$ cat src/rtl/cr16_pkg.sv
// Shared definitions for the CR16-style ALU issue controller.
//   - 5-bit ALU opcode constants driven on alu_opcode
//   - PSR / ALU flag bit positions inside the {C,L,F,Z,N} vector
//   - instruction op [15:12] and ext [7:4] field encodings
//   - FSM state, operand-source and PSR-update selector types
//   - psr_mask(): which PSR bits an instruction class may modify
package cr16_pkg;

   localparam logic [4:0] ALU_ADD  = 5'h00;
   localparam logic [4:0] ALU_ADDU = 5'h01;
   localparam logic [4:0] ALU_ADDC = 5'h02;
   localparam logic [4:0] ALU_SUB  = 5'h03;
   localparam logic [4:0] ALU_CMP  = 5'h04;
   localparam logic [4:0] ALU_AND  = 5'h05;
   localparam logic [4:0] ALU_OR   = 5'h06;
   localparam logic [4:0] ALU_XOR  = 5'h07;
   localparam logic [4:0] ALU_NOT  = 5'h08;
   localparam logic [4:0] ALU_LSH  = 5'h09;
   localparam logic [4:0] ALU_RSH  = 5'h0A;
   localparam logic [4:0] ALU_NOP  = 5'h1F;

   localparam int unsigned FLAG_C = 4;
   localparam int unsigned FLAG_L = 3;
   localparam int unsigned FLAG_F = 2;
   localparam int unsigned FLAG_Z = 1;
   localparam int unsigned FLAG_N = 0;

   // op field [15:12]
   localparam logic [3:0] OP_REG   = 4'h0;
   localparam logic [3:0] OP_ADDI  = 4'h5;
   localparam logic [3:0] OP_ADDUI = 4'h6;
   localparam logic [3:0] OP_ADDCI = 4'h7;
   localparam logic [3:0] OP_SHIFT = 4'h8;
   localparam logic [3:0] OP_SUBI  = 4'h9;
   localparam logic [3:0] OP_CMPI  = 4'hB;

   // ext field [7:4] under OP_REG
   localparam logic [3:0] EXT_AND  = 4'h1;
   localparam logic [3:0] EXT_OR   = 4'h2;
   localparam logic [3:0] EXT_XOR  = 4'h3;
   localparam logic [3:0] EXT_ADD  = 4'h5;
   localparam logic [3:0] EXT_ADDU = 4'h6;
   localparam logic [3:0] EXT_ADDC = 4'h7;
   localparam logic [3:0] EXT_SUB  = 4'h9;
   localparam logic [3:0] EXT_CMP  = 4'hB;
   localparam logic [3:0] EXT_NOT  = 4'hF;

   // ext field [7:4] under OP_SHIFT
   localparam logic [3:0] EXT_LSHI = 4'h0;
   localparam logic [3:0] EXT_RSHI = 4'h1;
   localparam logic [3:0] EXT_LSH  = 4'h4;

   typedef enum logic [1:0] {S_IDLE, S_EXEC, S_WB} state_t;

   typedef enum logic [1:0] {SRC_REG, SRC_SEXT8, SRC_ZEXT8, SRC_ZEXT4} src_sel_t;

   typedef enum logic [1:0] {PSR_KEEP, PSR_ARITH, PSR_CMP} psr_upd_t;

   function automatic logic [4:0] psr_mask(input psr_upd_t upd);
      logic [4:0] m;
      m = '0;
      case (upd)
         PSR_ARITH: begin
            m[FLAG_C] = 1'b1;
            m[FLAG_F] = 1'b1;
         end
         PSR_CMP: begin
            m[FLAG_L] = 1'b1;
            m[FLAG_Z] = 1'b1;
            m[FLAG_N] = 1'b1;
         end
         default: m = '0;
      endcase
      return m;
   endfunction

endpackage

$ cat src/rtl/alu_issue_ctrl_if.sv
// Instruction handshake plus ALU operand/result bus of the issue controller.
//   instr_valid/instr/instr_ready : valid/ready instruction channel
//   alu_rdest/alu_rsrc/alu_opcode/alu_cin : operands and control to the ALU
//   alu_out/alu_flags : result and {C,L,F,Z,N} flags back from the ALU
// Modports: slave = controller side, master = instruction source + ALU side.
interface alu_issue_ctrl_if #(
   parameter int unsigned REG_W = 16
);
   logic              instr_valid;
   logic [15:0]       instr;
   logic              instr_ready;
   logic [REG_W-1:0]  alu_rdest;
   logic [REG_W-1:0]  alu_rsrc;
   logic [4:0]        alu_opcode;
   logic              alu_cin;
   logic [REG_W-1:0]  alu_out;
   logic [4:0]        alu_flags;

   modport slave (
      input  instr_valid, instr, alu_out, alu_flags,
      output instr_ready, alu_rdest, alu_rsrc, alu_opcode, alu_cin
   );

   modport master (
      output instr_valid, instr, alu_out, alu_flags,
      input  instr_ready, alu_rdest, alu_rsrc, alu_opcode, alu_cin
   );
endinterface

$ cat src/rtl/alu_issue_ctrl_regfile.sv
// regfile16x16: NREGS x REG_W register file.
//   clk, reset       : clock, synchronous active-high clear of every entry
//   we/waddr/wdata   : single synchronous write port
//   ra_addr/ra_data  : combinational read port A (Rdest operand)
//   rb_addr/rb_data  : combinational read port B (Rsrc operand)
//   dbg_addr/dbg_data: combinational debug read port
// Reads see the old contents during a write cycle; new data appears after the edge.
module regfile16x16 #(
   parameter int unsigned REG_W = 16,
   parameter int unsigned NREGS = 16
) (
   input  logic             clk,
   input  logic             reset,
   input  logic             we,
   input  logic [3:0]       waddr,
   input  logic [REG_W-1:0] wdata,
   input  logic [3:0]       ra_addr,
   output logic [REG_W-1:0] ra_data,
   input  logic [3:0]       rb_addr,
   output logic [REG_W-1:0] rb_data,
   input  logic [3:0]       dbg_addr,
   output logic [REG_W-1:0] dbg_data
);

   logic [REG_W-1:0] mem [NREGS];

   always_ff @(posedge clk) begin
      if (reset) begin
         for (int unsigned i = 0; i < NREGS; i++) begin
            mem[i] <= '0;
         end
      end else if (we) begin
         mem[waddr] <= wdata;
      end
   end

   assign ra_data  = mem[ra_addr];
   assign rb_data  = mem[rb_addr];
   assign dbg_data = mem[dbg_addr];

endmodule

$ cat src/rtl/alu_issue_ctrl.sv
// alu_issue_ctrl: issues CR16-style instructions to a 16-bit ALU.
//   clk, reset        : clock, synchronous active-high reset
//   bus (slave)       : instruction valid/ready channel and ALU operand/result bus
//   wb_en/wb_addr/wb_data : register write, valid during the WB cycle
//   psr               : processor status {C,L,F,Z,N}
//   illegal           : one-cycle pulse in EXEC for an undecodable word
//   rd_addr/rd_data   : combinational debug read of the register file
// Three-state sequence IDLE -> EXEC -> WB, one instruction per three cycles.
module alu_issue_ctrl
   import cr16_pkg::*;
#(
   parameter int unsigned REG_W = 16,
   parameter int unsigned NREGS = 16
) (
   input  logic               clk,
   input  logic               reset,
   alu_issue_ctrl_if.slave    bus,
   output logic               wb_en,
   output logic [3:0]         wb_addr,
   output logic [REG_W-1:0]   wb_data,
   output logic [4:0]         psr,
   output logic               illegal,
   input  logic [3:0]         rd_addr,
   output logic [REG_W-1:0]   rd_data
);

   state_t           state;
   logic             wr_q;      // instruction writes Rdest
   psr_upd_t         psr_upd_q; // PSR bits the instruction may change
   logic [4:0]       flags_q;   // ALU flags captured at end of EXEC

   logic [3:0]       f_op, f_ext, f_rdest, f_rsrc;
   logic [REG_W-1:0] rdest_val, rsrc_val, src_val;

   logic [4:0]       dec_op;
   src_sel_t         dec_src;
   psr_upd_t         dec_psr;
   logic             dec_wr;
   logic             dec_ill;

   assign f_op    = bus.instr[15:12];
   assign f_rdest = bus.instr[11:8];
   assign f_ext   = bus.instr[7:4];
   assign f_rsrc  = bus.instr[3:0];

   regfile16x16 #(
      .REG_W(REG_W),
      .NREGS(NREGS)
   ) u_rf (
      .clk      (clk),
      .reset    (reset),
      .we       (wb_en),
      .waddr    (wb_addr),
      .wdata    (wb_data),
      .ra_addr  (f_rdest),
      .ra_data  (rdest_val),
      .rb_addr  (f_rsrc),
      .rb_data  (rsrc_val),
      .dbg_addr (rd_addr),
      .dbg_data (rd_data)
   );

   always_comb begin
      dec_op  = ALU_NOP;
      dec_src = SRC_REG;
      dec_psr = PSR_KEEP;
      dec_wr  = 1'b1;
      dec_ill = 1'b0;
      case (f_op)
         OP_REG: begin
            case (f_ext)
               EXT_ADD:  begin dec_op = ALU_ADD;  dec_psr = PSR_ARITH; end
               EXT_ADDU: begin dec_op = ALU_ADDU; dec_psr = PSR_ARITH; end
               EXT_ADDC: begin dec_op = ALU_ADDC; dec_psr = PSR_ARITH; end
               EXT_SUB:  begin dec_op = ALU_SUB;  dec_psr = PSR_ARITH; end
               EXT_CMP:  begin dec_op = ALU_CMP;  dec_psr = PSR_CMP; dec_wr = 1'b0; end
               EXT_AND:  dec_op = ALU_AND;
               EXT_OR:   dec_op = ALU_OR;
               EXT_XOR:  dec_op = ALU_XOR;
               EXT_NOT:  dec_op = ALU_NOT;
               default:  dec_ill = 1'b1;
            endcase
         end
         OP_ADDI:  begin dec_op = ALU_ADD;  dec_src = SRC_SEXT8; dec_psr = PSR_ARITH; end
         OP_ADDUI: begin dec_op = ALU_ADDU; dec_src = SRC_ZEXT8; dec_psr = PSR_ARITH; end
         OP_ADDCI: begin dec_op = ALU_ADDC; dec_src = SRC_SEXT8; dec_psr = PSR_ARITH; end
         OP_SUBI:  begin dec_op = ALU_SUB;  dec_src = SRC_SEXT8; dec_psr = PSR_ARITH; end
         OP_CMPI:  begin
            dec_op  = ALU_CMP;
            dec_src = SRC_SEXT8;
            dec_psr = PSR_CMP;
            dec_wr  = 1'b0;
         end
         OP_SHIFT: begin
            case (f_ext)
               EXT_LSH:  dec_op = ALU_LSH;
               EXT_LSHI: begin dec_op = ALU_LSH; dec_src = SRC_ZEXT4; end
               EXT_RSHI: begin dec_op = ALU_RSH; dec_src = SRC_ZEXT4; end
               default:  dec_ill = 1'b1;
            endcase
         end
         default: dec_ill = 1'b1;
      endcase
      // An undecodable word becomes a NOP with no side effects at all.
      if (dec_ill) begin
         dec_op  = ALU_NOP;
         dec_src = SRC_REG;
         dec_psr = PSR_KEEP;
         dec_wr  = 1'b0;
      end
   end

   always_comb begin
      src_val = rsrc_val;
      case (dec_src)
         SRC_SEXT8: src_val = {{(REG_W-8){bus.instr[7]}}, bus.instr[7:0]};
         SRC_ZEXT8: src_val = {{(REG_W-8){1'b0}}, bus.instr[7:0]};
         SRC_ZEXT4: src_val = {{(REG_W-4){1'b0}}, bus.instr[3:0]};
         default:   src_val = rsrc_val;
      endcase
   end

   // Ready is combinational so it is low throughout reset and high in the
   // very first cycle after reset falls.
   assign bus.instr_ready = (state == S_IDLE) && !reset;
   assign bus.alu_cin     = psr[FLAG_C];

   always_ff @(posedge clk) begin
      if (reset) begin
         state          <= S_IDLE;
         bus.alu_rdest  <= '0;
         bus.alu_rsrc   <= '0;
         bus.alu_opcode <= ALU_NOP;
         wr_q           <= 1'b0;
         psr_upd_q      <= PSR_KEEP;
         flags_q        <= '0;
         wb_en          <= 1'b0;
         wb_addr        <= '0;
         wb_data        <= '0;
         psr            <= '0;
         illegal        <= 1'b0;
      end else begin
         case (state)
            S_IDLE: begin
               if (bus.instr_valid) begin
                  bus.alu_rdest  <= rdest_val;
                  bus.alu_rsrc   <= src_val;
                  bus.alu_opcode <= dec_op;
                  wb_addr        <= f_rdest;
                  wr_q           <= dec_wr;
                  psr_upd_q      <= dec_psr;
                  illegal        <= dec_ill;
                  state          <= S_EXEC;
               end
            end
            S_EXEC: begin
               illegal <= 1'b0;
               wb_data <= bus.alu_out;
               flags_q <= bus.alu_flags;
               wb_en   <= wr_q;
               state   <= S_WB;
            end
            S_WB: begin
               wb_en <= 1'b0;
               psr   <= (psr & ~psr_mask(psr_upd_q)) | (flags_q & psr_mask(psr_upd_q));
               state <= S_IDLE;
            end
            default: state <= S_IDLE;
         endcase
      end
   end

endmodule
$ cat src/flat_wrapper.sv
// flat-port wrapper written by rule: the top's interface ports become plain ports
module alu_issue_ctrl_flat import cr16_pkg::*;
#(
   parameter int unsigned REG_W = 16,
   parameter int unsigned NREGS = 16
)
  (clk, reset, wb_en, wb_addr, wb_data, psr, illegal, rd_addr, rd_data, bus_instr_valid, bus_instr, bus_alu_out, bus_alu_flags, bus_instr_ready, bus_alu_rdest, bus_alu_rsrc, bus_alu_opcode, bus_alu_cin);
  alu_issue_ctrl_if #(.REG_W(REG_W)) bus_i ();
  input  logic clk;
  input  logic reset;
  output logic wb_en;
  output logic [3:0] wb_addr;
  output logic [REG_W-1:0] wb_data;
  output logic [4:0] psr;
  output logic illegal;
  input  logic [3:0] rd_addr;
  output logic [REG_W-1:0] rd_data;
  input wire logic [$bits(bus_i.instr_valid)-1:0] bus_instr_valid;
  input wire logic [$bits(bus_i.instr)-1:0] bus_instr;
  input wire logic [$bits(bus_i.alu_out)-1:0] bus_alu_out;
  input wire logic [$bits(bus_i.alu_flags)-1:0] bus_alu_flags;
  output wire logic [$bits(bus_i.instr_ready)-1:0] bus_instr_ready;
  output wire logic [$bits(bus_i.alu_rdest)-1:0] bus_alu_rdest;
  output wire logic [$bits(bus_i.alu_rsrc)-1:0] bus_alu_rsrc;
  output wire logic [$bits(bus_i.alu_opcode)-1:0] bus_alu_opcode;
  output wire logic [$bits(bus_i.alu_cin)-1:0] bus_alu_cin;
  assign bus_i.instr_valid = bus_instr_valid;
  assign bus_i.instr = bus_instr;
  assign bus_i.alu_out = bus_alu_out;
  assign bus_i.alu_flags = bus_alu_flags;
  assign bus_instr_ready = bus_i.instr_ready;
  assign bus_alu_rdest = bus_i.alu_rdest;
  assign bus_alu_rsrc = bus_i.alu_rsrc;
  assign bus_alu_opcode = bus_i.alu_opcode;
  assign bus_alu_cin = bus_i.alu_cin;
  alu_issue_ctrl #(.REG_W(REG_W), .NREGS(NREGS)) u_core (.clk(clk), .reset(reset), .bus(bus_i), .wb_en(wb_en), .wb_addr(wb_addr), .wb_data(wb_data), .psr(psr), .illegal(illegal), .rd_addr(rd_addr), .rd_data(rd_data));
endmodule
$ cat config.mk
export PLATFORM = sky130hd
export DESIGN_NAME = alu_issue_ctrl_flat
export DESIGN_NICKNAME = d
export VERILOG_FILES = /design/src/rtl/cr16_pkg.sv /design/src/rtl/alu_issue_ctrl_if.sv /design/src/rtl/alu_issue_ctrl_regfile.sv /design/src/rtl/alu_issue_ctrl.sv /design/src/flat_wrapper.sv
export SDC_FILE = /design/constraint.sdc
export NUM_CORES = 1
export LEC_CHECK = 0
export CORE_ASPECT_RATIO = 0.6
export CORE_MARGIN = 2
export CORE_UTILIZATION = 55
export DETAILED_ROUTE_END_ITERATION = 10
export GPL_TIMING_DRIVEN = 0
export PLACE_DENSITY = 0.86
export SLEW_MARGIN = 20
export SYNTH_ARGS = -nofsm -noshare
export SYNTH_HDL_FRONTEND = slang
export SYNTH_SLANG_ARGS = --single-unit
$ cat constraint.sdc
create_clock -name clk -period 3.2 [get_ports clk]
set_clock_uncertainty 0.2 [all_clocks]
set_input_delay 0.32 -clock clk [delete_from_list [all_inputs] [get_ports clk]]
set_output_delay 0.32 -clock clk [all_outputs]
set_load 0.01 [all_outputs]
* Word level (Yosys, flattened, before mapping)
Memory sizes are Yosys's and may differ from the RTL's. A register that Yosys moved wholly into a read port is not among the register bits.
Cells that the tools add are included.
** Cells by class
- Add/sub/neg operators :: 0
- Multipliers :: 0
- Div/mod/pow operators :: 0
- Magnitude comparators :: 0
- Equality and inequality tests :: 24
- Shift operators :: 0
- Multiplexer cells :: 39
- Bitwise gates (word level) :: 4
- Reduce and logical (&&, ||, !) cells :: 18
** Operators by type and width (number)
- 16-bit one-hot mux with 3 select lines :: 1
- 5-bit one-hot mux with 9 select lines :: 1
- 5-bit one-hot mux with 7 select lines :: 1
- 4-bit by 3-bit == test with 1-bit output, second input constant :: 7
- 4-bit == test, second input constant :: 6
- 1-bit two-way mux :: 17
- 16-bit two-way mux :: 1
- 16-bit OR reduction :: 1
- 2-bit two-way mux :: 7
- 2-bit one-hot mux with 3 select lines :: 2
- 4-bit OR reduction :: 3
- 5-bit AND :: 2
- 5-bit one-hot mux with 2 select lines :: 1
- 9-bit OR reduction :: 1
- 2-bit == test, second input constant :: 4
- 4-bit by 2-bit == test with 1-bit output, second input constant :: 2
- 4-bit logical NOT :: 2
- 2-bit one-hot mux with 2 select lines :: 2
- 2-bit by 1-bit == test with 1-bit output, second input constant :: 3
- 1-bit one-hot mux with 2 select lines :: 3
- 5-bit two-way mux :: 1
- 5-bit NOT :: 1
- 5-bit OR :: 1
- 5-bit OR reduction :: 1
- other kinds (11) :: 14
** Word-level totals
- Flip-flop bits (word level) :: 58
- Bits in latches :: 0
- Memory bits (writable) :: 256
- ROM bits :: 0
- Input bits :: 44
- Output and inout bits :: 82
- Word-level logic and storage cells :: 97
- Memories kept :: 1
** Memory list
- u_core.u_rf.mem :: words 16, width 16, read ports 3, clocked after Yosys merged registers in 1, write ports 16, RTL line alu_issue_ctrl_regfile.sv:25 : logic [REG_W-1:0] mem [NREGS];

* Logic depth before layout (Yosys ltp)
- Depth after elaboration :: 7
- Depth in mapped cells :: 8
- Gate-level depth less buffers :: 7

* By module
Synthesis repeated with hierarchy kept, for this count alone.
** Unflattened totals
- Cell total of the unflattened synthesis :: 1349
- Area, all modules :: 18362.6 um^2
** By module, submodules not included
- regfile16x16 :: instances 1, cells an instance 996, area an instance 15265.9 um^2, seq. area each 7687.4 um^2
- alu_issue_ctrl :: instances 1, cells an instance 353, area an instance 3096.7 um^2, seq. area each 1481.4 um^2

* Least setup slack after synthesis
No wires, ideal clock.
- Path kind :: input -> output
- From :: input port rd_addr[0]
- To :: output port rd_data[0]
- Data arrival time :: 2034 ps
- Data required time :: 2680 ps
- Slack :: 646 ps
- Stages :: 4
- Cells stage by stage :: clkbuf_1 > buf_2 > mux4_2 > mux4_2
** On the way
- Word-level cells in the longest chain between the ends :: 1
** RTL lines
- from (decl) :: RTL line flat_wrapper.sv:16 : input logic [3:0] rd_addr;
- memory read 16 x 16 bit
- to (decl) :: RTL line flat_wrapper.sv:17 : output logic [REG_W-1:0] rd_data;
Every way passes these cells.

* Final worst setup path
- From :: input port bus_instr[1]
- To :: register u_core.bus.alu_rsrc[7]
** On the way
- Word-level cells in the longest chain between the ends :: 2
** RTL lines
- from (decl) :: RTL line flat_wrapper.sv:19 : input wire logic [$bits(bus_i.instr)-1:0] bus_instr;
- memory read 16 x 16 bit
- 16-bit one-hot mux with 3 select lines :: RTL line alu_issue_ctrl.sv:115 : case (dec_src)
- to (signal assigned) :: RTL line alu_issue_ctrl.sv:147 : bus.alu_rsrc <= src_val;
- to (decl) :: RTL line alu_issue_ctrl_if.sv:21 : output instr_ready, alu_rdest, alu_rsrc, alu_opcode, alu_cin
Every way passes these cells.
A chain may end at the register's enable or synchronous reset.

==> qor.csv <==
stage,metric,value,unit
status,status,finished with violations,
status,violations,setup timing,
cts,clock-sinks,330,
die,die_area,34900,um^2
logic_synthesis,synth-simple-area-share,0.139,
cts,ctsHtreeMaxLevel,1,
sta,maxSlewHeadroom,0.122,
die,rows,51,
flow_run,drv_cap,0,
logic_synthesis,synth-seq-cells,330,
sta,max_slew.worst_pin.slew,1.31,ns
sta,rsz0062_at_grt,false,
logic_synthesis,synth_area_leaders,"edfxtp_1 (42%), mux4_2 (25%), and2_1 (8.8%), dfxtp_1 (8.1%), mux2i_1 (1.8%)",
detailed_routing,dr.pass1.iters,8,
placement,pre_cts_ws,-0.489,ns
sta,clock.fmax,310,MHz
die,die_x,240,um
cts,cts_tree,yes,
cts,clkTransAtPathRegs,0.07,ns
global_route,grt_max_degree,17,
detailed_routing,via_per_inst,7.33,
worst_setup_path,r2r_slack,0.09,ns
layout,final_util,0.649,
worst_setup_path,cp-start-kind,input port,
pwr,leakagePower,7.35,nW
layout,stdcell_area,21200,um^2
pwr,peakVddDrop,0.000490,V
logic_synthesis,synth_top_cell_area_share,0.418,
detailed_routing,finalWirelength,62900,um
logic_synthesis,synth_cells,1313,
worst_setup_path,critPathKind,input port to flop,
global_route,antenna_found_initial,2,
logic_synthesis,synth_top_family_by_area,multiplexers,
cts,clockRootBuffer,clkbuf_16,
min_path,hp-start,bus_instr[15],
detailed_routing,via_count,14200,
logic_synthesis,yosysSeqAreaShare,0.499,
min_path,hold_path_depth,5,
logic_synthesis,yosysWarningCount,0,
layout,final_layout_size_suffix_gt1_frac,0.215,
global_route,grt_pass1_wl,90200,um
logic_synthesis,synth_mux_area_frac,0.278,
worst_setup_path,critPathCaptureType,flop,
placement,io_buffers,116,
worst_setup_path,arrival,3.50,ns
logic_synthesis,synth_compound_area_frac,0.0531,
logic_synthesis,synth_area,18400,um^2
layout,nNetsFinal,1509,
sta,finalHoldViolCount,0,
detailed_routing,drtIter0Drc,2862,
placement,dpl.hpwl,45100,um
logic_synthesis,synth.distinct_cells,57,
logic_synthesis,synth-edff-count,256,
die,die_y,146,um
global_route,overflow,0,
worst_setup_path,worst-path-max-fanout,10,
sta,drv_slew,0,
layout,num-fill-cells,2325,
logic_synthesis,synth_area_per_cell,14.0,um^2
cts,cts_made_buffers,31,
detailed_routing,wl_per_cell,32.4,um
min_path,worstHoldPathType,input port to flop,
min_path,hold_end,u_core.bus.alu_opcode[3],
layout,final_common_cell,and2_1,
cts,post_cts_buffers,0,
pwr,power_per_cell_area,490,nW/um^2
logic_synthesis,synth.largest_area_cell,edfxtp_1,
worst_setup_path,r2r-end,u_core.u_rf.mem[8][12],
worst_setup_path,required,3.47,ns
die,core_area,32700,um^2
logic_synthesis,synthFlopType,edfxtp_1,
cts,insertion_delay,0.61,ns
layout,multi_input_area,8700,um^2
sta,fin_crit_sh,1.01,
cts,clockBufferDepth,3,
sta,worst_slack,-0.0301,ns
placement,gp_congestion,1.05,
detailed_routing,ant_nets,0,
logic_synthesis,syn-num-nets,1360,
global_route,grt_pass1_vias,13800,
logic_synthesis,synthAdderAreaFrac,0.00204,
layout,area_delta_synth_final,15.3,%
logic_synthesis,synth_xor_area_frac,0.000477,
die,start_util,0.563,
worst_setup_path,reg2regPathDepth,5,
layout,regArea,9170,um^2
die,io_pins,126,
placement,placed_area,20100,um^2
layout,mostFrequentLayoutCells,"and2_1 (258), edfxtp_1 (256), mux4_2 (208), clkdlybuf4s50_1 (116), clkbuf_1 (81)",
global_route,track_usage,0.360,
detailed_routing,remaining_drc_errors,0,
logic_synthesis,ys_async_sr_fraction,0,
sta,finalSetupViolCount,2,
sta,period_minus_slack,3.23,ns
worst_setup_path,r2r_start,u_core.wb_en,
report_power, final:
group	switching (mW)	internal [mW]	total (mW)	leakage [nW]
sequential	0.183	4.79	4.97	3.25
clock	1.71	2.11	3.82	0.504
combinational	0.886	0.716	1.60	3.60
layout make-up:
class,count,area share
timing repair buffer,116,0.0548
buffer,123,0.0266
antenna,2,0.000236
clock inverter,8,0.00313
inverter,4,0.000709
multi-input combinational,856,0.410
tap,450,0.0266
sequential,330,0.433
clock buffer,50,0.0450
logic make-up after synthesis:
logic type,after synthesis
AND/OR/NAND/NOR,452
XOR/XNOR,1
multiplexers,250
buffers and inverters,127
AO/OA/AOI/OAI,150
adder cells (fa/ha/maj),3
flip-flops,330
Yosys cell counts (2+ instances only):
| cell type | count |
|---|---|
| dfxtp_1 | 74 |
| nor2_1 | 75 |
| a211o_1 | 2 |
| a22oi_1 | 41 |
| a221oi_1 | 2 |
| and2_1 | 258 |
| mux4_2 | 208 |
| nand3_1 | 16 |
| edfxtp_1 | 256 |
| a21oi_1 | 58 |
| a211oi_1 | 11 |
| nor3b_1 | 2 |
| nand2b_1 | 8 |
| or2_2 | 16 |
| clkbuf_1 | 81 |
| or3_1 | 4 |
| inv_1 | 4 |
| nor3_1 | 14 |
| buf_1 | 20 |
| mux2_2 | 9 |
| o22ai_1 | 10 |
| nand4_1 | 2 |
| ha_1 | 3 |
| o21ai_0 | 8 |
| buf_2 | 19 |
| nand2_1 | 29 |
| nand3b_1 | 3 |
| buf_4 | 2 |
| mux2i_1 | 33 |
| nor2b_1 | 17 |
| a31oi_1 | 2 |
worst max path at each step:
stage | startpoint | to | depth (start not counted)
5_1_grt | bus_instr[1] | u_core.bus.alu_rsrc[7] | 8
4_1_cts | rd_addr[0] | rd_data[12] | 5
3_5_place_dp | rd_addr[1] | rd_data[12] | 5
3_3_place_gp | rd_addr[0] | rd_data[12] | 5
6_report | bus_instr[1] | u_core.bus.alu_rsrc[7] | 8
2_1_floorplan | rd_addr[0] | rd_data[0] | 4
per-stage QoR:
stage          total power [mW]  setup TNS (ns)  hold slack (ns)  instances
2_1_floorplan              5.89               0            0.230       1313
5_1_grt                    10.6               0            0.101       1937
3_3_place_gp               6.50          -13.25            0.251       1879
6_report                   10.4         -0.0351           0.0353       1939
3_5_place_dp               6.56          -15.44            0.253       1879
4_1_cts                    10.3               0           0.0345       1937
registers in the layout (all words and copies together) (netlist names), named ones only:
register,cells
u_core.bus.alu_opcode,5
u_core.bus.alu_rdest,16
u_core.bus.alu_rsrc,16
u_core.flags_q,5
u_core.illegal,1
u_core.psr_upd_q,2
u_core.state,2
u_core.u_rf.mem,256
u_core.wb_addr,4
u_core.wb_data,16
u_core.wb_en,1
u_core.wr_q,1
worst max-delay path, stage by stage:
cell             delay, ns
clkdlybuf4s50_1       0.68
buf_1                 0.69
clkbuf_1              0.55
nor2_1                0.30
a22oi_1               0.32
nand3_1               0.32
nand3_1               0.22
a21oi_1               0.08
what timing repair did:
action | in CTS | in global routing
pin swaps | 0 | 0
setup endpoints to repair | 16 | 6
hold buffers | 0 | 0
resized for setup | 18 | 9
layer usage:
metal / wire length (um) / global-route usage / share of wire / vias to the layer above
li1: - / - / - / 5406
met1: 21400 / 0.482 / 0.34 / 6876
met2: 26300 / 0.502 / 0.42 / 1587
met3: 11300 / 0.167 / 0.18 / 349
met4: 3740 / 0.161 / 0.059 / 2
met5: 92 / 0.0207 / 0.0015 / -
Power figures use the tool's default switching activity.
